==> src/rtl/wfg_cfg_seq.sv <==
// Table-driven Wishbone write sequencer: reads (address, data) pairs from a
// single-port SRAM and issues one Wishbone write per entry.
module wfg_cfg_seq #(
  parameter int AW      = 10,
  parameter int TIMEOUT = 255
) (
  input  logic          wb_clk_i,
  input  logic          wb_rst_ni,
  input  logic          start_i,
  input  logic          abort_i,
  input  logic [AW-1:0] base_addr_i,
  input  logic [8:0]    count_i,
  output logic          csb_o,
  output logic [AW-1:0] addr_o,
  input  logic [31:0]   dout_i,
  output logic          wbm_cyc_o,
  output logic          wbm_stb_o,
  output logic          wbm_we_o,
  output logic [31:0]   wbm_adr_o,
  output logic [31:0]   wbm_dat_o,
  input  logic          wbm_ack_i,
  output logic          busy_o,
  output logic          done_o,
  output logic          err_o,
  output logic [8:0]    done_cnt_o,
  output logic [2:0]    dbg_state_o
);

  typedef enum logic [2:0] {
    S_IDLE    = 3'd0,
    S_RD_ADR  = 3'd1,
    S_RD_DAT  = 3'd2,
    S_LAT_DAT = 3'd3,
    S_WB      = 3'd4
  } state_t;

  state_t        r_state, w_next;
  logic [AW-1:0] r_ptr;
  logic [8:0]    r_remaining;
  logic [8:0]    r_done_cnt;
  logic [31:0]   r_wb_adr, r_wb_dat;
  logic [7:0]    r_wait;
  logic          r_done, r_err;

  logic          w_accept, w_ack, w_tmo, w_done, w_wb_act, w_csb;
  logic [AW-1:0] w_addr;

  always_ff @(posedge wb_clk_i or negedge wb_rst_ni) begin
    if (!wb_rst_ni) r_state <= S_IDLE;
    else            r_state <= w_next;
  end

  // Wishbone handshake: cyc/stb/we stay high with stable adr/dat until ack is
  // sampled high on a rising edge; that edge completes the transfer.
  always_comb begin
    w_next   = r_state;
    w_accept = 1'b0;
    w_ack    = 1'b0;
    w_tmo    = 1'b0;
    w_done   = 1'b0;
    w_wb_act = 1'b0;
    w_csb    = 1'b1;
    w_addr   = '0;
    case (r_state)
      S_IDLE: begin
        if (start_i) begin
          w_accept = 1'b1;
          if (count_i != 9'd0) w_next = S_RD_ADR;
          else                 w_done = 1'b1;
        end
      end
      S_RD_ADR: begin
        w_csb  = 1'b0;
        w_addr = r_ptr;
        w_next = S_RD_DAT;
      end
      S_RD_DAT: begin
        w_csb  = 1'b0;
        w_addr = r_ptr + AW'(1);
        w_next = S_LAT_DAT;
      end
      S_LAT_DAT: begin
        if (r_wb_adr == 32'hFFFF_FFFF) begin
          w_next = S_IDLE;
          w_done = 1'b1;
        end else begin
          w_next = S_WB;
        end
      end
      S_WB: begin
        w_wb_act = 1'b1;
        if (wbm_ack_i) begin
          w_ack = 1'b1;
          if (r_remaining == 9'd1) begin
            w_next = S_IDLE;
            w_done = 1'b1;
          end else begin
            w_next = S_RD_ADR;
          end
        end else if (r_wait == 8'(TIMEOUT - 1)) begin
          w_tmo  = 1'b1;
          w_next = S_IDLE;
          w_done = 1'b1;
        end
      end
      default: w_next = S_IDLE;
    endcase
    // Abort wins over a same-cycle ack or timeout; that ack is not counted.
    if (r_state != S_IDLE && abort_i) begin
      w_next = S_IDLE;
      w_done = 1'b1;
      w_ack  = 1'b0;
      w_tmo  = 1'b0;
    end
  end

  always_ff @(posedge wb_clk_i or negedge wb_rst_ni) begin
    if (!wb_rst_ni) begin
      r_ptr       <= '0;
      r_remaining <= '0;
      r_done_cnt  <= '0;
      r_wb_adr    <= '0;
      r_wb_dat    <= '0;
      r_wait      <= '0;
      r_done      <= 1'b0;
      r_err       <= 1'b0;
    end else begin
      r_done <= w_done;
      if (w_accept) begin
        r_ptr       <= base_addr_i;
        r_remaining <= count_i;
        r_done_cnt  <= '0;
        r_err       <= 1'b0;
      end
      if (r_state == S_RD_DAT)  r_wb_adr <= dout_i;
      if (r_state == S_LAT_DAT) r_wb_dat <= dout_i;
      // Wait counter is zero on every WB entry since WB is only entered from LAT_DAT.
      if (r_state == S_WB) r_wait <= r_wait + 8'd1;
      else                 r_wait <= '0;
      if (w_ack) begin
        r_done_cnt  <= r_done_cnt + 9'd1;
        r_ptr       <= r_ptr + AW'(2);
        r_remaining <= r_remaining - 9'd1;
      end
      if (w_tmo) r_err <= 1'b1;
    end
  end

  assign csb_o       = w_csb;
  assign addr_o      = w_addr;
  assign wbm_cyc_o   = w_wb_act;
  assign wbm_stb_o   = w_wb_act;
  assign wbm_we_o    = w_wb_act;
  assign wbm_adr_o   = r_wb_adr;
  assign wbm_dat_o   = r_wb_dat;
  assign busy_o      = (r_state != S_IDLE);
  assign done_o      = r_done;
  assign err_o       = r_err;
  assign done_cnt_o  = r_done_cnt;
  assign dbg_state_o = r_state;

endmodule

==> config.mk <==
export PLATFORM = sky130hd
export DESIGN_NAME = wfg_cfg_seq
export DESIGN_NICKNAME = d
export VERILOG_FILES = /design/src/rtl/wfg_cfg_seq.sv
export SDC_FILE = /design/constraint.sdc
export NUM_CORES = 1
export LEC_CHECK = 0
export ABC_AREA = 1
export BUFFER_PORTS_ARGS = -buffer_cell sky130_fd_sc_hd__buf_2
export CAP_MARGIN = 20
export CORE_MARGIN = 2
export CORE_UTILIZATION = 40
export CTS_BUF_LIST = sky130_fd_sc_hd__clkbuf_16
export CTS_CLUSTER_SIZE = 10
export DETAILED_ROUTE_END_ITERATION = 8
export GPL_ROUTABILITY_DRIVEN = 1
export SKIP_CTS_REPAIR_TIMING = 1
export SYNTH_ARGS = -nofsm -noshare
export SYNTH_HDL_FRONTEND = slang
export SYNTH_SLANG_ARGS = --single-unit
==> constraint.sdc <==
create_clock -name wb_clk_i -period 3.11 [get_ports wb_clk_i]
set_input_delay 0.622 -clock wb_clk_i [delete_from_list [all_inputs] [get_ports wb_clk_i]]
set_output_delay 0.622 -clock wb_clk_i [all_outputs]
set_load 0.03 [all_outputs]
==> metrics <==
CP Max Fanout=65; Clock Tree Root=clkbuf_16; IO Count=149; first-pass GRT wire length=22130 µm; Synth Warn #=0; Final period util=90.74%; CP cell instances=nor2_4, inv_2, nor2_4, inv_2, buf_4, o21ai_2, buf_2; Worst R2R Path Depth=7; PortBufs=148; min-delay worst type=in2async; CP top delay family=buffers and inverters; initial core utilization=40.92%; Layout Skew=0.01100 ns; sequential share of the synthesized area=51.09%; layout cell share with drive strength beyond 1=25.23%; die area=0.01378 mm²; CP max stage delay=0.49 ns; Overall Global Routing Usage=19.75%; Fin. Hold Viols=0; Cell Pwr Density=1075 mW/mm²; Synth Instances=630; ys async rst share=100.0%; Yosys cell types=34; setup TNS=0 ns; final antenna diode count=0; Core Region=0.01257 mm²; number of synthesized flops with an enable pin=0; number of synthesized register bits=105; largest net degree at the start of global routing=66; RSZ-0062 raised after global routing=no; Peak Freq=354.4 MHz; VDD IR max=0.0004953 V; Clock Pin Slew Worst Setup and Hold Paths=0.08 ns; final slew viol count=0; num rows=41; final setup fails=0; post-layout util=49.91%; Critical Path Sink Type=output pin; crit path DAT=2.20 ns; drt first pass iters=5; WP buf/inv=4; element type at the critical path start=flop; Top FF cell, synth=dfrtp_1; ANT nets after route=0; final WL=12990 µm; Crit. path cell count=7; CTS buffer count=9; Slew headroom=39.19%; fin nets=835; initial antenna violation count=0; vias in the first global route=4497; run status=completed; chip width=117.4 µm; Area Overhead vs Synth=21.97%; DRC Markers=0; worst-case hold slack=0.2525 ns; clock sink total=105; crit path from=dbg_state_o[2]$_DFFE_PN0P_; Clk Latency, worst-skew pair=0.36 ns; Setup CP Type=reg2out; Max Cap Viol=0; minimum clock period=2.822 ns; DP HPWL=9622 µm; reg-to-reg startpoint=dbg_state_o[2]$_DFFE_PN0P_; total chip power=6.742 mW; static leakage=3.308 nW; vias per cell=4.820; syn avg cell area=8.163 µm²; post-synth net total=693; Worst EP required=2.49 ns; routability congestion estimate from global placement=0.8617; die height=117.4 µm; gr ovfl total=0; Post-Syn Area=0.005142 mm²; H-tree depth=3; CP max-delay cell=dfrtp_1; placed instance area=0.005978 mm²; post-route cell area=0.006272 mm²; Max Root-Sink Buffers=2; TritonCTS clock tree=built; DR WL/cell=13.69 µm; DRT iter0 DRCs=233; Slew @ Worst Pin=0.9108 ns; via count=4574
-- cell type report --
class | instances | area (µm²)
clock buffers | 9 | 225.2
flip-flops and latches | 105 | 2628
fillers | 1251 | 6296
multi-input cells | 429 | 2066
repair buffers | 152 | 785.8
well taps | 172 | 215.2
inverters | 75 | 284.0
clock inverters | 7 | 68.82
-- state kept, by name, summed over array words and instances (netlist names) --
name	flops
dbg_state_o	3
done_cnt_o	9
done_o	1
err_o	1
r_ptr	10
r_remaining	9
r_wait	8
wbm_adr_o	32
wbm_dat_o	32
-- cell usage after synthesis, types with 2 or more instances --
master	n	share of area [%]
o21ai_2	11	1.9
nand4_1	4	0.49
buf_2	3	0.29
nor2_4	3	0.66
nor3_1	5	0.49
clkbuf_2	3	0.29
buf_4	3	0.44
nand2_1	196	14
a31oi_1	3	0.37
xor2_1	5	0.85
nor2_1	51	3.7
dfrtp_1	105	51
clkbuf_1	3	0.22
o21bai_1	2	0.29
inv_2	6	0.44
a21oi_1	11	1.1
o21ai_1	18	1.8
nand2_4	2	0.44
o21ai_0	59	5.7
ha_1	7	1.7
o211ai_1	6	0.88
buf_6	9	2.0
inv_1	68	5.0
nand3_1	37	3.6
-- worst paths after layout --
path | to | slack [ns]
min | wbm_dat_o[9]$_DFFE_PN0P_ | 0.25
min in group wb_clk_i | r_ptr[0]$_DFFE_PN0P_ | 0.46
max in group asynchronous | wbm_dat_o[23]$_DFFE_PN0P_ | 2.14
max | addr_o[0] | 0.29
min reg2reg | r_wait[0]$_DFF_PN0_ | 0.48
max reg2reg | wbm_adr_o[5]$_DFFE_PN0N_ | 1.33
-- power breakdown --
group / switching [mW] / internal, mW / leakage (nW) / total [mW]
Combinational: 2.30 / 0.921 / 1.84 / 3.22
Sequential: 0.452 / 1.93 / 1.32 / 2.38
Clock: 0.572 / 0.567 / 0.145 / 1.14
Total: 3.32 / 3.42 / 3.31 / 6.74
-- cell families after synthesis --
| kind of cell | Yosys count | share of synthesized area (%) |
|---|---|---|
| simple gates | 305 | 25.33 |
| compound gates | 111 | 12.12 |
| flops | 105 | 51.09 |
| buf+inv | 96 | 8.735 |
| fa+ha+maj | 7 | 1.703 |
| xor+xnor | 6 | 1.022 |
-- metrics by stage --
step                setup slack, ns  cells
global route                 0.1146    949
detailed placement           0.6700    933
global placement             0.7428    933
CTS                          0.2640    949
finish                       0.2880    949
floorplan                    0.6563    630
-- cells in the final DEF, fill, tap and decap left out, drive strengths merged, types with 2 or more instances in the layout --
cell type  synthesis  layout
nand2            199     199
buf               15     152
nand3             38      38
nor2              55      55
nor3               7       7
clkinv             0       2
dfrtp            105     105
inv               75      80
nand4              4       4
a31oi              3       3
xor2               5       5
o21ai             88      88
ha                 7       7
a21oi             11      11
o21bai             2       2
o211ai             6       6
clkbuf             6       9
-- per-layer routing --
layer	track usage, %	share of wire (%)
met4	8.509	2.4
met5	0	0
met1	25.79	45
met3	5.593	7.4
met2	30.77	45
(Power assumes the default switching activity.)
